[src/rtl/video_timing_pkg.sv]
// Shared definitions for the embedded-timing (TRS) path.
// Holds the TRS word constants, XYZ bit positions within a 10-bit luma
// word, the lock state encoding and the XYZ protection function.
package video_timing_pkg;

  localparam logic [9:0] TRS_WORD_3FF = 10'h3FF;
  localparam logic [9:0] TRS_WORD_000 = 10'h000;

  // Bit positions inside a 10-bit XYZ word
  localparam int XYZ_F_BIT   = 8;
  localparam int XYZ_V_BIT   = 7;
  localparam int XYZ_H_BIT   = 6;
  localparam int XYZ_P_MSB   = 5;
  localparam int XYZ_P_LSB   = 2;

  // Luma occupies the upper half of a 20-bit {luma, chroma} word
  localparam int LUMA_LSB    = 10;

  // Lock state encoding
  localparam logic [1:0] ST_SEARCH = 2'd0;
  localparam logic [1:0] ST_VERIFY = 2'd1;
  localparam logic [1:0] ST_LOCKED = 2'd2;

  typedef struct packed {
    logic f;
    logic v;
    logic h;
  } hvf_t;

  // Protection bits P3..P0 carried in XYZ[5:2]
  function automatic logic [3:0] xyz_protect(input logic f, input logic v, input logic h);
    return {v ^ h, f ^ h, f ^ v, f ^ v ^ h};
  endfunction

endpackage

[src/rtl/trs_timing_decoder_if.sv]
// Video-side bundle of the TRS timing decoder.
//   data_in        : incoming {luma, chroma} word
//   data_out       : data_in delayed by 5 clocks
//   hvf_out        : {F,V,H} aligned to data_out
//   hblanking_out  : copy of hvf_out[0]
//   number_active  : active words of the last complete line
//   line_count     : line number within the frame
//   locked         : lock status
//   trs_error      : one-clock pulse on a rejected XYZ word
//   error_count    : saturating rejected-XYZ count
// master = video source / observer, slave = decoder.
interface trs_timing_decoder_if;

  logic [19:0] data_in;
  logic [19:0] data_out;
  logic [2:0]  hvf_out;
  logic        hblanking_out;
  logic [11:0] number_active;
  logic [10:0] line_count;
  logic        locked;
  logic        trs_error;
  logic [7:0]  error_count;

  modport master (
    output data_in,
    input  data_out, hvf_out, hblanking_out, number_active,
    input  line_count, locked, trs_error, error_count
  );

  modport slave (
    input  data_in,
    output data_out, hvf_out, hblanking_out, number_active,
    output line_count, locked, trs_error, error_count
  );

endinterface

[src/rtl/trs_detect.sv]
// TRS preamble detector and XYZ decoder.
// Keeps a 4-deep shift register of incoming words (s0 newest) and flags a
// TRS when luma reads 3FF, 000, 000, XYZ across s3..s0.
//   clk, reset : video clock, async active-high reset
//   data_in    : incoming {luma, chroma} word
//   s3_word    : oldest shift-register word, feeds the output register
//   trs_valid  : accepted TRS present in s3..s0
//   trs_bad    : TRS present but XYZ protection rejected
//   f, v, h    : flags decoded from the XYZ word in s0
module trs_detect
  import video_timing_pkg::*;
#(
  parameter int CHECK_PROTECTION = 1
) (
  input  logic        clk,
  input  logic        reset,
  input  logic [19:0] data_in,
  output logic [19:0] s3_word,
  output logic        trs_valid,
  output logic        trs_bad,
  output logic        f,
  output logic        v,
  output logic        h
);

  logic [19:0] s0, s1, s2, s3;
  logic        preamble;
  logic        prot_ok;

  always_ff @(posedge clk or posedge reset) begin
    if (reset) begin
      s0 <= '0;
      s1 <= '0;
      s2 <= '0;
      s3 <= '0;
    end else begin
      s0 <= data_in;
      s1 <= s0;
      s2 <= s1;
      s3 <= s2;
    end
  end

  // Only luma is examined; 3FF/000 on chroma never forms a preamble.
  assign preamble = (s3[19:LUMA_LSB] == TRS_WORD_3FF) &&
                    (s2[19:LUMA_LSB] == TRS_WORD_000) &&
                    (s1[19:LUMA_LSB] == TRS_WORD_000) &&
                    s0[19];

  assign f = s0[LUMA_LSB + XYZ_F_BIT];
  assign v = s0[LUMA_LSB + XYZ_V_BIT];
  assign h = s0[LUMA_LSB + XYZ_H_BIT];

  assign prot_ok = (s0[LUMA_LSB + XYZ_P_MSB : LUMA_LSB + XYZ_P_LSB] == xyz_protect(f, v, h));

  assign trs_bad   = preamble && !prot_ok && (CHECK_PROTECTION != 0);
  assign trs_valid = preamble && !trs_bad;
  assign s3_word   = s3;

endmodule

[src/rtl/trs_timing_decoder.sv]
// TRS timing decoder: regenerates {F,V,H} and H blanking from embedded
// timing, delay-matches the video, measures active words per line and line
// number, and tracks lock.
//   clk, reset : video clock, async active-high reset
//   vid        : video bundle (slave side), see trs_timing_decoder_if
//
// state     | meaning
// ----------+-------------------------------------------------------------
// ST_SEARCH | not locked, waiting for the first valid SAV
// ST_VERIFY | counting consecutive lines with equal active length
// ST_LOCKED | line length stable; locked output high
module trs_timing_decoder
  import video_timing_pkg::*;
#(
  parameter int CHECK_PROTECTION = 1,
  parameter int LOCK_LINES       = 4,
  parameter int WATCHDOG_CLKS    = 4400
) (
  input  logic                 clk,
  input  logic                 reset,
  trs_timing_decoder_if.slave  vid
);

  localparam logic [12:0] WD_LAST   = 13'(WATCHDOG_CLKS - 1);
  localparam logic [7:0]  LOCK_LAST = 8'(LOCK_LINES - 1);

  logic [19:0] s3_word;
  logic        trs_valid, trs_bad;
  logic        f, v, h;

  trs_detect #(.CHECK_PROTECTION(CHECK_PROTECTION)) u_trs_detect (
    .clk       (clk),
    .reset     (reset),
    .data_in   (vid.data_in),
    .s3_word   (s3_word),
    .trs_valid (trs_valid),
    .trs_bad   (trs_bad),
    .f         (f),
    .v         (v),
    .h         (h)
  );

  logic [19:0] data_out_q;
  hvf_t        hvf_q, hvf_dec, hvf_d;
  logic [11:0] act_cnt_q, act_inc, number_active_q;
  logic [10:0] line_cnt_q;
  logic        prev_f_q;
  logic        trs_error_q;
  logic [7:0]  err_cnt_q;
  logic [12:0] wd_cnt_q;
  logic        wd_expire;
  logic [1:0]  state_q, state_d;
  logic [7:0]  match_q, match_d;
  logic        eav_valid, sav_valid, h_rise;

  assign hvf_dec   = {f, v, h};
  assign hvf_d     = trs_valid ? hvf_dec : hvf_q;
  assign eav_valid = trs_valid && h;
  assign sav_valid = trs_valid && !h;

  // hvf_out[0] goes 0->1 on this edge: end of the active region
  assign h_rise    = eav_valid && !hvf_q.h;

  assign act_inc   = (act_cnt_q == 12'hFFF) ? act_cnt_q : act_cnt_q + 12'd1;

  // Fires on the edge at which the counter would reach WATCHDOG_CLKS
  assign wd_expire = !trs_valid && (wd_cnt_q >= WD_LAST);

  // Flags change on the same edge data_out takes the TRS 3FF word
  always_ff @(posedge clk or posedge reset) begin
    if (reset) begin
      data_out_q <= '0;
      hvf_q      <= 3'b001;
    end else begin
      data_out_q <= s3_word;
      hvf_q      <= hvf_d;
    end
  end

  // Active count includes the word on data_out at the latching edge
  always_ff @(posedge clk or posedge reset) begin
    if (reset) begin
      act_cnt_q       <= '0;
      number_active_q <= '0;
    end else if (h_rise) begin
      number_active_q <= act_inc;
      act_cnt_q       <= '0;
    end else if (!hvf_q.h) begin
      act_cnt_q       <= act_inc;
    end
  end

  // F falling between consecutive EAVs marks the start of field 1
  always_ff @(posedge clk or posedge reset) begin
    if (reset) begin
      line_cnt_q <= '0;
      prev_f_q   <= 1'b0;
    end else if (eav_valid) begin
      prev_f_q <= f;
      if ((f != prev_f_q) && !f)
        line_cnt_q <= '0;
      else
        line_cnt_q <= line_cnt_q + 11'd1;
    end
  end

  always_ff @(posedge clk or posedge reset) begin
    if (reset) begin
      trs_error_q <= 1'b0;
      err_cnt_q   <= '0;
    end else begin
      trs_error_q <= trs_bad;
      if (trs_bad && (err_cnt_q != 8'hFF))
        err_cnt_q <= err_cnt_q + 8'd1;
    end
  end

  always_ff @(posedge clk or posedge reset) begin
    if (reset)
      wd_cnt_q <= '0;
    else if (trs_valid)
      wd_cnt_q <= '0;
    else if (wd_cnt_q != 13'h1FFF)
      wd_cnt_q <= wd_cnt_q + 13'd1;
  end

  always_comb begin
    state_d = state_q;
    match_d = match_q;
    case (state_q)
      ST_SEARCH: begin
        if (sav_valid) begin
          state_d = ST_VERIFY;
          match_d = '0;
        end
      end
      ST_VERIFY: begin
        if (trs_bad || wd_expire) begin
          state_d = ST_SEARCH;
        end else if (h_rise) begin
          if (act_inc == number_active_q) begin
            match_d = match_q + 8'd1;
            if (match_q == LOCK_LAST)
              state_d = ST_LOCKED;
          end else begin
            match_d = '0;
          end
        end
      end
      ST_LOCKED: begin
        if (trs_bad || wd_expire || (h_rise && (act_inc != number_active_q)))
          state_d = ST_SEARCH;
      end
      default: state_d = ST_SEARCH;
    endcase
  end

  always_ff @(posedge clk or posedge reset) begin
    if (reset) begin
      state_q <= ST_SEARCH;
      match_q <= '0;
    end else begin
      state_q <= state_d;
      match_q <= match_d;
    end
  end

  assign vid.data_out      = data_out_q;
  assign vid.hvf_out       = hvf_q;
  assign vid.hblanking_out = hvf_q.h;
  assign vid.number_active = number_active_q;
  assign vid.line_count    = line_cnt_q;
  assign vid.locked        = (state_q == ST_LOCKED);
  assign vid.trs_error     = trs_error_q;
  assign vid.error_count   = err_cnt_q;

endmodule

[src/flat_wrapper.sv]
// flat-port wrapper written by rule: the top's interface ports become plain ports
module trs_timing_decoder_flat import video_timing_pkg::*;
#(
  parameter int CHECK_PROTECTION = 1,
  parameter int LOCK_LINES       = 4,
  parameter int WATCHDOG_CLKS    = 4400
)
  (clk, reset, vid_data_in, vid_data_out, vid_hvf_out, vid_hblanking_out, vid_number_active, vid_line_count, vid_locked, vid_trs_error, vid_error_count);
  trs_timing_decoder_if vid_i ();
  input  logic clk;
  input  logic reset;
  input wire logic [$bits(vid_i.data_in)-1:0] vid_data_in;
  output wire logic [$bits(vid_i.data_out)-1:0] vid_data_out;
  output wire logic [$bits(vid_i.hvf_out)-1:0] vid_hvf_out;
  output wire logic [$bits(vid_i.hblanking_out)-1:0] vid_hblanking_out;
  output wire logic [$bits(vid_i.number_active)-1:0] vid_number_active;
  output wire logic [$bits(vid_i.line_count)-1:0] vid_line_count;
  output wire logic [$bits(vid_i.locked)-1:0] vid_locked;
  output wire logic [$bits(vid_i.trs_error)-1:0] vid_trs_error;
  output wire logic [$bits(vid_i.error_count)-1:0] vid_error_count;
  assign vid_i.data_in = vid_data_in;
  assign vid_data_out = vid_i.data_out;
  assign vid_hvf_out = vid_i.hvf_out;
  assign vid_hblanking_out = vid_i.hblanking_out;
  assign vid_number_active = vid_i.number_active;
  assign vid_line_count = vid_i.line_count;
  assign vid_locked = vid_i.locked;
  assign vid_trs_error = vid_i.trs_error;
  assign vid_error_count = vid_i.error_count;
  trs_timing_decoder #(.CHECK_PROTECTION(CHECK_PROTECTION), .LOCK_LINES(LOCK_LINES), .WATCHDOG_CLKS(WATCHDOG_CLKS)) u_core (.clk(clk), .reset(reset), .vid(vid_i));
endmodule
[config.mk]
export PLATFORM = sky130hd
export DESIGN_NAME = trs_timing_decoder_flat
export DESIGN_NICKNAME = d
export VERILOG_FILES = /design/src/rtl/video_timing_pkg.sv /design/src/rtl/trs_timing_decoder_if.sv /design/src/rtl/trs_detect.sv /design/src/rtl/trs_timing_decoder.sv /design/src/flat_wrapper.sv
export SDC_FILE = /design/constraint.sdc
export NUM_CORES = 1
export LEC_CHECK = 0
export CORE_ASPECT_RATIO = 1.75
export CORE_MARGIN = 2
export CORE_UTILIZATION = 57
export CTS_BUF_LIST = sky130_fd_sc_hd__clkbuf_8
export DETAILED_ROUTE_END_ITERATION = 7
export MAX_ROUTING_LAYER = met4
export PLACE_DENSITY_LB_ADDON = 0.3
export SYNTH_ARGS = -nofsm -noshare
export SYNTH_HDL_FRONTEND = slang
export SYNTH_SLANG_ARGS = --single-unit
[constraint.sdc]
create_clock -name clk -period 8.3 [get_ports clk]
set_input_delay 1.66 -clock clk [delete_from_list [all_inputs] [get_ports clk]]
set_output_delay 1.66 -clock clk [all_outputs]
set_load 0.05 [all_outputs]
==> out/metrics.yaml <==
sta:
  finClkSkew_ns: 0.0144
  rsz0062_at_grt: "false"
  setup_tns_ns: 0
  slew_violations: 0
  hold_viol: 0
  fin_crit_sh: 0.455
  max_slew_margin: 0.384
  worst_pin_slew_ns: 0.924
  fmax_ghz: 0.265
  finalCriticalPeriod_ns: 3.78
  final-setup-viol-count: 0
pwr:
  p_leak_nw: 3.45
  p_per_area_nw_per_um2: 193
  finalPower_mw: 1.52
  power_frac_seq: 0.572
  p_int_mw: 1.11
  p_comb_frac: 0.039
  irDropWorstVdd_mv: 0.182
  p_switching_uw: 405
  swShare: 0.267
  clockPowerShare: 0.389
clock_network:
  postCtsResizedCells: 0
  clock_latency_ns: 0.46
  cts-root-buf: "clkbuf_8"
  cts_setup_buffers: 0
  cts_num_sinks: 171
  cts_tree: "done"
  numCtsBuffers: 17
  htreeDepth: 4
  cts_hold_buf: 0
  clockBufferDepth: 2
  path_clk_slew_ns: 0.10
setup_path:
  cp-start-kind: "flip-flop"
  worstPathRequired_ns: 6.64
  critPathKind: "flip-flop to output port"
  path_delay_family: "buffers and inverters"
  worstPathCellList: "clkdlybuf4s50_1"
  cp-end-kind: "output port"
  max_stage_delay_ns: 0.88
  regToRegSetupSlack_ns: 4.78
  path_buf_inv: 1
  slowest_stage: "clkdlybuf4s50_1"
  worst_ep_arrival_time_ns: 2.12
  r2r_start: "u_core.act_cnt_q[0]"
  regToRegEndpoint: "u_core.match_q[2]"
  path_max_fanout: 20
  reg2reg_depth: 9
grt:
  grt_remaining_overflow: 0
  grt_pass1_wl_mm: 22.2
  track_usage: 0.235
  grt_max_degree: 94
  grt_pass1_vias: 4664
  antenna_found_initial: 0
logic_synthesis:
  ys_ff_latch: 171
  avgSynthCellArea_um2: 11.6
  synthArstFlopShare: 1.00
  synthesis.area_um2: 6570
  ys_seq_area_frac: 0.651
  yosysMostFrequentCell: "dfrtp_1"
  yosys.area.top_type: "dfrtp_1"
  ys_warn_count: 0
  synth_top_area_frac: 0.647
  synthesis.nets: 592
  synth_commonest_cells: "dfrtp_1 (170), nand2_1 (62), nor2_1 (49)"
  ys.flop_type: "dfrtp_1"
  synth_edf_count: 0
  synth.area.top_cells: "dfrtp_1 (65%), nand2_1 (3.5%), nor2_1 (2.8%)"
  synth_cells: 565
  synth.distinct_cells: 54
cells_and_area:
  diodes: 0
  final_util: 0.705
  drive_gt1_frac: 0.0749
  nets: 668
  fin_cells: 786
  fill_cells: 771
  final_area_um2: 7870
  syn_to_final_growth_pct: 19.8
worst_hold_path:
  hold_path.startpoint: "u_core.u_trs_detect.s1[7]"
  min_path_cells: 0
  hold_path_end: "u_core.u_trs_detect.s2[7]"
  hp-class: "flip-flop to flip-flop"
routing:
  wl_per_cell_um: 16.9
  drt_iter0_markers: 275
  drc: 0
  vias: 4538
  dr.pass1.iters: 5
  via_per_inst: 5.77
  drt_wl_total_mm: 13.3
  ant_nets: 0
placement:
  dp_hpwl_mm: 9.21
  gp_congestion: 0.894
  io_buffers: 78
  dpl_cell_area_um2: 7450
  place_inst: 754
floorplanning:
  core_um2: 11200
  die_x_um: 85.2
  initial_core_util: 0.589
  rows: 51
  io_pins: 79
  dieArea_um2: 12400
  die_y_um: 146
flow_run:
  cap_violations: 0
status:
  outcome: "finished, final reports clean"
## layout make-up
class	count	area, um2	area share
inverters	6	27.5	0.00350
well taps	132	165	0.0210
clock inverters	15	191	0.0243
multi-input cells	364	2170	0.276
clock buffers	17	234	0.0297
repair buffers	81	803	0.102
flip-flops and latches	171	4280	0.544
## power groups by stage
stage          registers, mW  clock network [mW]  logic (mW)
2_1_floorplan          0.899                   0      0.0165
3_3_place_gp           0.883                   0      0.0594
3_5_place_dp           0.885                   0      0.0605
4_1_cts                0.868               0.603      0.0608
5_1_grt                0.871               0.642      0.0648
6_report               0.867               0.589      0.0591
## stage by stage
step           worst slack [ns]  hold slack [ns]
6_report                   4.52            0.355
5_1_grt                    4.44            0.355
4_1_cts                    4.50            0.354
3_5_place_dp               4.55            0.335
3_3_place_gp               4.62            0.334
2_1_floorplan              2.01            0.331
## metal layers
metal  up-vias  routed length, um  global-route usage
met5         -                  0                   -
met3        34                607              0.0599
met2       148               7180               0.392
met1      2231               5090               0.262
li1       2125                  -                   -
met4         0                408               0.106
## sequential cells by signal (all words and copies together), names as in the netlist
| name | cells |
|---|---|
| u_core.vid.hvf_out | 2 |
| u_core.u_trs_detect.s0 | 20 |
| u_core.vid.data_out | 20 |
| u_core.vid.error_count | 8 |
| u_core.u_trs_detect.s3_word | 20 |
| u_core.u_trs_detect.s2 | 20 |
| u_core.match_q | 8 |
| u_core.state_q | 2 |
| u_core.wd_cnt_q | 13 |
| u_core.prev_f_q | 1 |
| u_core.act_cnt_q | 12 |
| u_core.vid.line_count | 11 |
| u_core.vid.number_active | 12 |
| u_core.u_trs_detect.s1 | 20 |
| u_core.vid.hblanking_out | 1 |
| u_core.vid.trs_error | 1 |
## worst max-delay path by stage
| stage | cells past startpoint | endpoint | start | slack, ns |
|---|---|---|---|---|
| after global routing | 1 | vid_hblanking_out | u_core.vid.hblanking_out | 4.44 |
| after CTS | 1 | vid_hvf_out[0] | u_core.vid.hblanking_out | 4.50 |
| after global placement | 3 | u_core.wd_cnt_q[2] | reset | 4.62 |
| final | 1 | vid_hvf_out[0] | u_core.vid.hblanking_out | 4.52 |
| after detailed placement | 3 | u_core.vid.hvf_out[2] | reset | 4.55 |
| after floorplan | 1 | u_core.act_cnt_q[0] | reset | 2.01 |
## placed cells by master, fill, tap and decap left out, types with 6 or more instances in the layout
master,count
nor2b_1,6
nor3_1,14
o21ai_0,35
xnor2_1,16
and3_1,16
nand3_1,21
nor2_1,49
or3_1,6
xor2_1,20
nand2_1,62
mux2i_1,6
nand4_1,16
dfrtp_1,170
nor4_1,8
clkdlybuf4s50_1,78
a21oi_1,20
clkbuf_8,17
clkinv_8,6
a31oi_1,7
## logic make-up (layout without fill, tap and decap cells)
kind of cell / count (synthesis) / in the layout / synth area share
AO/OA/AOI/OAI: 87 / 87 / 0.0798
adder cells (fa/ha/maj): 5 / 5 / 0.00952
buffers and inverters: 30 / 119 / 0.0185
flip-flops: 171 / 171 / 0.651
AND/OR/NAND/NOR: 224 / 224 / 0.173
XOR/XNOR: 36 / 36 / 0.0480
multiplexers: 12 / 12 / 0.0198
Power figures use the tool's default switching activity.
